## src/rtl/painterengine_gpu_dma_reader.sv

```systemverilog
// painterengine_gpu_dma_reader
// AXI4 read master: fetches length[k] words from address[k] for the channel picked by
// the one-hot router, in INCR bursts that never cross a 1 KB boundary, and hands each
// word to consumer k through a one-word output register.
module painterengine_gpu_dma_reader #(
   parameter int PARAM_TIMEOUT = 256
) (
   input  logic         i_wire_clock,
   input  logic         i_wire_resetn,
   input  logic [3:0]   i_wire_router,
   output logic         o_wire_done,
   input  logic [127:0] i_wire_address,
   input  logic [127:0] i_wire_length,
   output logic [127:0] o_wire_data,
   output logic [3:0]   o_wire_data_valid,
   input  logic [3:0]   i_wire_data_next,
   output logic         o_wire_error,
   output logic [2:0]   o_wire_error_type,
   output logic         o_wire_M_AXI_ARID,
   output logic [31:0]  o_wire_M_AXI_ARADDR,
   output logic [7:0]   o_wire_M_AXI_ARLEN,
   output logic [2:0]   o_wire_M_AXI_ARSIZE,
   output logic [1:0]   o_wire_M_AXI_ARBURST,
   output logic         o_wire_M_AXI_ARLOCK,
   output logic [3:0]   o_wire_M_AXI_ARCACHE,
   output logic [2:0]   o_wire_M_AXI_ARPROT,
   output logic [3:0]   o_wire_M_AXI_ARQOS,
   output logic         o_wire_M_AXI_ARVALID,
   input  logic         i_wire_M_AXI_ARREADY,
   input  logic         i_wire_M_AXI_RID,
   input  logic [31:0]  i_wire_M_AXI_RDATA,
   input  logic [1:0]   i_wire_M_AXI_RRESP,
   input  logic         i_wire_M_AXI_RLAST,
   input  logic         i_wire_M_AXI_RVALID,
   output logic         o_wire_M_AXI_RREADY
);

   localparam int TW = $clog2(PARAM_TIMEOUT + 1);

   // Bit 4 flags an error, bits 2:0 are then the error type.
   typedef enum logic [4:0] {
      ST_ROUTING     = 5'h01,
      ST_PARAM_CHECK = 5'h02,
      ST_CALC        = 5'h03,
      ST_ADDR        = 5'h04,
      ST_DATA        = 5'h05,
      ST_DONE        = 5'h07,
      ST_ROUTING_ERR = 5'h10,
      ST_ALIGN_ERR   = 5'h11,
      ST_LENGTH_ERR  = 5'h12,
      ST_AR_TIMEOUT  = 5'h13,
      ST_R_TIMEOUT   = 5'h14,
      ST_RRESP_ERR   = 5'h15,
      ST_RLAST_ERR   = 5'h16
   } state_t;

   state_t          state_r, state_next_s;
   logic [1:0]      chan_r;
   logic [31:0]     addr_r, length_r, offset_r, araddr_r, data_r;
   logic [8:0]      beats_r, count_r;
   logic [TW-1:0]   timeout_r;
   logic            arvalid_r, full_r;

   logic            route_ok_s;
   logic [1:0]      route_ch_s;
   logic [3:0]      chan_onehot_s;
   logic            next_sel_s, rready_s, r_hs_s, r_stall_s, last_beat_s, beat_ok_s, timeout_hit_s;
   logic [7:0]      unalign_s;
   logic [8:0]      room_s, beats_calc_s, arlen_s;
   logic [31:0]     remain_s;
   logic [32:0]     offset_end_s;
   logic            unused_s;

   // Decode the one-hot router into a channel index; anything else is a routing error
   always_comb begin
      route_ok_s = 1'b1;
      route_ch_s = 2'd0;
      case (i_wire_router)
         4'b0001: route_ch_s = 2'd0;
         4'b0010: route_ch_s = 2'd1;
         4'b0100: route_ch_s = 2'd2;
         4'b1000: route_ch_s = 2'd3;
         default: route_ok_s = 1'b0;
      endcase
   end

   // Handshake qualifiers and the burst-size arithmetic used in CALC
   always_comb begin
      chan_onehot_s = 4'b0001 << chan_r;
      next_sel_s    = |(i_wire_data_next & chan_onehot_s);
      rready_s      = (state_r == ST_DATA) && (!full_r || next_sel_s);
      r_hs_s        = rready_s && i_wire_M_AXI_RVALID;
      r_stall_s     = rready_s && !i_wire_M_AXI_RVALID;
      last_beat_s   = (count_r == (beats_r - 9'd1));
      beat_ok_s     = r_hs_s && !i_wire_M_AXI_RRESP[1] && (i_wire_M_AXI_RLAST == last_beat_s);
      timeout_hit_s = (timeout_r == TW'(PARAM_TIMEOUT - 1));
      unalign_s     = addr_r[9:2] + offset_r[7:0];
      room_s        = 9'd256 - {1'b0, unalign_s};
      remain_s      = length_r - offset_r;
      if (remain_s < {23'd0, room_s}) begin
         beats_calc_s = remain_s[8:0];
      end else begin
         beats_calc_s = room_s;
      end
      offset_end_s  = {1'b0, offset_r} + {24'd0, beats_r};
      arlen_s       = beats_r - 9'd1;
   end

   // Next-state logic; DONE and every error state hold until reset
   always_comb begin
      state_next_s = state_r;
      case (state_r)
         ST_ROUTING: begin
            if (route_ok_s) state_next_s = ST_PARAM_CHECK;
            else            state_next_s = ST_ROUTING_ERR;
         end
         ST_PARAM_CHECK: begin
            if (addr_r[1:0] != 2'd0)      state_next_s = ST_ALIGN_ERR;
            else if (length_r == 32'd0)   state_next_s = ST_LENGTH_ERR;
            else                          state_next_s = ST_CALC;
         end
         ST_CALC: state_next_s = ST_ADDR;
         ST_ADDR: begin
            if (arvalid_r && i_wire_M_AXI_ARREADY) state_next_s = ST_DATA;
            else if (arvalid_r && timeout_hit_s)   state_next_s = ST_AR_TIMEOUT;
            else                                   state_next_s = ST_ADDR;
         end
         ST_DATA: begin
            if (r_hs_s) begin
               if (i_wire_M_AXI_RRESP[1])                  state_next_s = ST_RRESP_ERR;
               else if (i_wire_M_AXI_RLAST != last_beat_s) state_next_s = ST_RLAST_ERR;
               else if (!last_beat_s)                      state_next_s = ST_DATA;
               else if (offset_end_s >= {1'b0, length_r})  state_next_s = ST_DONE;
               else                                        state_next_s = ST_CALC;
            end else if (r_stall_s && timeout_hit_s) begin
               state_next_s = ST_R_TIMEOUT;
            end else begin
               state_next_s = ST_DATA;
            end
         end
         default: state_next_s = state_r;
      endcase
   end

   // State register
   always_ff @(posedge i_wire_clock or negedge i_wire_resetn) begin
      if (!i_wire_resetn) state_r <= ST_ROUTING;
      else                state_r <= state_next_s;
   end

   // Transfer bookkeeping: channel latch, burst setup, AR valid, beat and timeout counters
   always_ff @(posedge i_wire_clock or negedge i_wire_resetn) begin
      if (!i_wire_resetn) begin
         chan_r    <= 2'd0;
         addr_r    <= 32'd0;
         length_r  <= 32'd0;
         offset_r  <= 32'd0;
         araddr_r  <= 32'd0;
         beats_r   <= 9'd1;
         count_r   <= 9'd0;
         timeout_r <= {TW{1'b0}};
         arvalid_r <= 1'b0;
      end else begin
         case (state_r)
            ST_ROUTING: begin
               if (route_ok_s) begin
                  chan_r   <= route_ch_s;
                  addr_r   <= i_wire_address[{route_ch_s, 5'd0} +: 32];
                  length_r <= i_wire_length[{route_ch_s, 5'd0} +: 32];
               end
            end
            ST_CALC: begin
               beats_r   <= beats_calc_s;
               araddr_r  <= addr_r + {offset_r[29:0], 2'b00};
               arvalid_r <= 1'b0;
               timeout_r <= {TW{1'b0}};
            end
            ST_ADDR: begin
               if (arvalid_r && i_wire_M_AXI_ARREADY) begin
                  arvalid_r <= 1'b0;
                  count_r   <= 9'd0;
                  timeout_r <= {TW{1'b0}};
               end else if (arvalid_r && timeout_hit_s) begin
                  arvalid_r <= 1'b0;
               end else if (arvalid_r) begin
                  timeout_r <= timeout_r + TW'(1);
               end else begin
                  arvalid_r <= 1'b1;
               end
            end
            ST_DATA: begin
               if (beat_ok_s) begin
                  count_r   <= count_r + 9'd1;
                  timeout_r <= {TW{1'b0}};
                  if (last_beat_s) offset_r <= offset_end_s[31:0];
               end else if (r_stall_s) begin
                  timeout_r <= timeout_r + TW'(1);
               end
            end
            default: ;
         endcase
      end
   end

   // One-word output register; a load in the same cycle as a drain keeps it full
   always_ff @(posedge i_wire_clock or negedge i_wire_resetn) begin
      if (!i_wire_resetn) begin
         full_r <= 1'b0;
         data_r <= 32'd0;
      end else if (beat_ok_s) begin
         full_r <= 1'b1;
         data_r <= i_wire_M_AXI_RDATA;
      end else if (full_r && next_sel_s) begin
         full_r <= 1'b0;
      end
   end

   // Place the held word on the selected channel's slice only
   always_comb begin
      o_wire_data       = 128'd0;
      o_wire_data_valid = 4'd0;
      if (full_r) begin
         o_wire_data[{chan_r, 5'd0} +: 32] = data_r;
         o_wire_data_valid                 = chan_onehot_s;
      end else begin
         o_wire_data_valid = 4'd0;
      end
   end

   assign o_wire_done          = (state_r == ST_DONE);
   assign o_wire_error         = state_r[4];
   assign o_wire_error_type    = state_r[4] ? state_r[2:0] : 3'd0;
   assign o_wire_M_AXI_ARID    = 1'b0;
   assign o_wire_M_AXI_ARADDR  = araddr_r;
   assign o_wire_M_AXI_ARLEN   = arlen_s[7:0];
   assign o_wire_M_AXI_ARSIZE  = 3'b010;
   assign o_wire_M_AXI_ARBURST = 2'b01;
   assign o_wire_M_AXI_ARLOCK  = 1'b0;
   assign o_wire_M_AXI_ARCACHE = 4'b0010;
   assign o_wire_M_AXI_ARPROT  = 3'b000;
   assign o_wire_M_AXI_ARQOS   = 4'b0000;
   assign o_wire_M_AXI_ARVALID = arvalid_r;
   assign o_wire_M_AXI_RREADY  = rready_s;

   // RID is ignored (single outstanding ID); RRESP[0] does not distinguish OKAY/EXOKAY from errors
   assign unused_s = &{1'b0, i_wire_M_AXI_RID, i_wire_M_AXI_RRESP[0], arlen_s[8]};

endmodule

```

## config.mk

```make
export PLATFORM = sky130hd
export DESIGN_NAME = painterengine_gpu_dma_reader
export DESIGN_NICKNAME = d
export VERILOG_FILES = /design/src/rtl/painterengine_gpu_dma_reader.sv
export SDC_FILE = /design/constraint.sdc
export NUM_CORES = 1
export LEC_CHECK = 0
export ABC_AREA = 1
export BUFFER_PORTS_ARGS = -buffer_cell sky130_fd_sc_hd__buf_2
export CAP_MARGIN = 0
export CORE_MARGIN = 2
export CORE_UTILIZATION = 31
export DETAILED_ROUTE_END_ITERATION = 6
export GPL_TIMING_DRIVEN = 0
export PLACE_DENSITY_LB_ADDON = 0.2
export SYNTH_ARGS = -nofsm -noshare
export SYNTH_HDL_FRONTEND = slang
export SYNTH_SLANG_ARGS = --single-unit
```

## constraint.sdc

```tcl
create_clock -name i_wire_clock -period 3.7 [get_ports i_wire_clock]
set_input_delay 0.74 -clock i_wire_clock [delete_from_list [all_inputs] [get_ports i_wire_clock]]
set_output_delay 0.74 -clock i_wire_clock [all_outputs]
set_load 0.01 [all_outputs]
```

==> results.sh <==
export IMPL_gp_routability_congestion=0.944
export IMPL_layoutNonFillerInstCount=3982
export IMPL_crit_path_start_kind="register"
export IMPL_rows=86
export IMPL_cts_hold_buf=0
export IMPL_cts_num_sinks=195
export IMPL_io_pins=501
export IMPL_die_h_um=241
export IMPL_yosysWarningCount=0
export IMPL_pwr_share_clk=0.319
export IMPL_required_ps=2960
export IMPL_layout_common_cells="nand2_1 (625), buf_2 (488), inv_1 (363)"
export IMPL_path_class="register to output pin"
export IMPL_p_leak_nw=12.3
export IMPL_nets=3647
export IMPL_p_comb_frac=0.279
export IMPL_status="finished clean"
export IMPL_hold_ws_ps=306
export IMPL_cp_max_fo=10
export IMPL_tightest_slew_ps=1430
export IMPL_drive_gt1_frac=0.229
export IMPL_relSlewSlack=0.0492
export IMPL_swShare=0.355
export IMPL_drc=0
export IMPL_core_area_um2=55400
export IMPL_grt_use_total=0.252
export IMPL_p_int_mw=3.74
export IMPL_clk_pin_slew_worst_paths_ps=80
export IMPL_synth_seq_area_share=0.280
export IMPL_routedWlPerCell_um=19.2
export IMPL_rsz0062_at_grt="true"
export IMPL_die_area_um2=58200
export IMPL_finalWirelength_um=76500
export IMPL_first_global_vias=18100
export IMPL_synth_edf_count=0
export IMPL_clock_tree_buffer_depth=2
export IMPL_grt_ovfl_total=0
export IMPL_cts_tree="built"
export IMPL_holdCritPathClass="primary input to asynchronous set/reset pin"
export IMPL_fmax_mhz=275
export IMPL_pwr_share_seq=0.402
export IMPL_firstDrtPassIters=5
export IMPL_synthesis_instances=2660
export IMPL_synthArstFlopShare=1.00
export IMPL_drv_cap=0
export IMPL_fin_setup_tns_ps=0
export IMPL_routed_via_density=4.93
export IMPL_startpoint="chan_r[0]$_DFFE_PN0P_"
export IMPL_r2r_start="addr_r[6]$_DFFE_PN0P_"
export IMPL_cp_end_kind="output pin"
export IMPL_ys_types=54
export IMPL_syn_area_um2=17500
export IMPL_avgSynthCellArea_um2=6.57
export IMPL_ant_nets=0
export IMPL_dp_hpwl_um=63800
export IMPL_grt_max_degree=103
export IMPL_setup_viol=0
export IMPL_ff2ff_path_depth=19
export IMPL_clk_latency_ps=500
export IMPL_ys_ff_latch=195
export IMPL_area_growth_pct=29.3
export IMPL_worstPathArrival_ps=2900
export IMPL_drt_iter0_markers=1331
export IMPL_stdcell_area_um2=22600
export IMPL_finalCriticalPeriod_ps=3640
export IMPL_die_w_um=241
export IMPL_h_tree_depth=4
export IMPL_numCtsBuffers=17
export IMPL_power_density_nw_per_um2=257
export IMPL_fin_skew_ps=14.4
export IMPL_portBuffers=480
export IMPL_layout_commonest_cell="nand2_1"
export IMPL_peakVddDrop_mv=0.406
export IMPL_p_sw_mw=2.06
export IMPL_initial_core_util=0.315
export IMPL_final_max_slew_viol_count=0
export IMPL_grt_pass1_wl_um=109000
export IMPL_dp_cells=3905
export IMPL_fin_crit_sh=0.984
export IMPL_antenna_found_initial=3
export IMPL_vias=19600
export IMPL_placed_cell_area_um2=20900
export IMPL_hold_viol_final=0
export IMPL_synth_flop_cell="dfrtp_1"
export IMPL_clock_root_buffer="clkbuf_16"
[cell type report]
class / count / area (µm²)
Sequential cell: 195 / 4890
Buffer: 109 / 526
Timing Repair Buffer: 525 / 2820
Tap cell: 748 / 936
Clock buffer: 20 / 457
Multi-Input combinational cell: 1996 / 11400
Inverter: 376 / 1420
Clock inverter: 11 / 91.3
Antenna cell: 2 / 5.00
Fill cell: 6094 / 32800
[final timing paths]
kind / slack [ps] / to
worst max-delay path: 60 / o_wire_data[84]
worst min-delay path: 310 / timeout_r[1]$_DFFE_PN0P_
worst max register to register: 90 / beats_r[1]$_DFFE_PN0P_
worst min register to register: 490 / o_wire_M_AXI_ARADDR[23]$_DFFE_PN0P_
max in group asynchronous: 2330 / addr_r[11]$_DFFE_PN0P_
min in group i_wire_clock: 440 / data_r[8]$_DFFE_PN0P_
[critical path: stages (launching register included)]
cell	delay [ps]
dfrtp_1	420
inv_1	300
ha_1	250
nand2_1	70
or2_2	270
clkbuf_1	160
clkbuf_1	310
nor3_1	400
buf_2	210
[metal layers]
layer / up-vias / track usage / wire length, µm
met4: 4 / 0.0993 / 2580
met5: - / 0 / 22
met1: 9122 / 0.325 / 33100
met2: 633 / 0.413 / 35900
met3: 93 / 0.0503 / 4880
li1: 9790 / - / -
[timing repair]
action,CTS,global route
cloned,1,1
setup buffers,16,27
endpoints found under the setup margin,131,98
gates resized for setup,67,119
pin swaps,17,49
[sequential cells by signal, summed over array words and instances (netlist names)]
name / count
data_r: 32
timeout_r: 9
full_r: 1
chan_r: 2
length_r: 32
o_wire_M_AXI_ARADDR: 32
beats_r: 9
addr_r: 32
offset_r: 32
state_r: 4
o_wire_M_AXI_ARVALID: 1
count_r: 9
[metrics by stage]
stage | util | total power [mW] | setup WS [ps]
finish | 0.407 | 5.79 | 58.1
global route | 0.407 | 6.10 | -91.6
CTS | 0.394 | 5.74 | 3.92
detailed placement | 0.377 | 3.83 | -775
global placement | 0.376 | 3.82 | -1820
floorplan | - | 3.20 | 291
[cell families after synthesis]
| family | synth area share |
|---|---|
| flip-flops | 0.280 |
| XOR/XNOR | 0.0386 |
| other | 0.000430 |
| multiplexers | 0.0172 |
| adder cells (fa/ha/maj) | 0.0894 |
| AND/OR/NAND/NOR | 0.299 |
| AO/OA/AOI/OAI | 0.167 |
| buffers and inverters | 0.109 |
[cells in the mapped netlist, types with 2 or more instances]
| cell type | instances | share of area |
|---|---|---|
| nor2_1 | 327 | 0.070 |
| conb_1 | 2 | 0.00043 |
| buf_2 | 8 | 0.0023 |
| or2_2 | 11 | 0.0039 |
| o21ai_0 | 203 | 0.058 |
| o211ai_1 | 5 | 0.0021 |
| nand2_2 | 2 | 0.00072 |
| buf_1 | 24 | 0.0052 |
| nand3_2 | 2 | 0.0011 |
| fa_1 | 3 | 0.0034 |
| and2_1 | 5 | 0.0018 |
| nand3b_1 | 8 | 0.0034 |
| a21o_1 | 6 | 0.0026 |
| xor2_1 | 58 | 0.029 |
| o31ai_1 | 6 | 0.0026 |
| nor3_2 | 3 | 0.0017 |
| dfstp_2 | 2 | 0.0030 |
| o221ai_1 | 30 | 0.015 |
| ha_1 | 120 | 0.086 |
| a221oi_1 | 2 | 0.0010 |
| a31oi_1 | 44 | 0.016 |
| nor3_1 | 109 | 0.031 |
| o21bai_1 | 5 | 0.0021 |
| nand3_1 | 92 | 0.026 |
| nor3b_1 | 3 | 0.0013 |
| o2111ai_1 | 2 | 0.0010 |
| inv_2 | 7 | 0.0015 |
| buf_4 | 18 | 0.0077 |
| clkbuf_1 | 60 | 0.013 |
| nor4_1 | 14 | 0.0050 |
| a21oi_1 | 110 | 0.032 |
| nand2_1 | 645 | 0.14 |
| inv_1 | 367 | 0.079 |
| o21a_1 | 69 | 0.030 |
| mux2i_1 | 30 | 0.017 |
| nand4_1 | 29 | 0.010 |
| dfrtp_1 | 193 | 0.28 |
| clkinv_1 | 2 | 0.00043 |
| xnor2_1 | 19 | 0.0095 |
[power by group through the flow]
stage | Combinational, mW | Clock, mW | Sequential, mW
after global routing | 1.81 | 1.96 | 2.33
after floorplan | 0.918 | 0 | 2.29
after CTS | 1.52 | 1.90 | 2.32
after detailed placement | 1.47 | 0 | 2.37
after global placement | 1.46 | 0 | 2.37
final | 1.62 | 1.85 | 2.33
No activity file was read; power rests on OpenSTA's default activity.
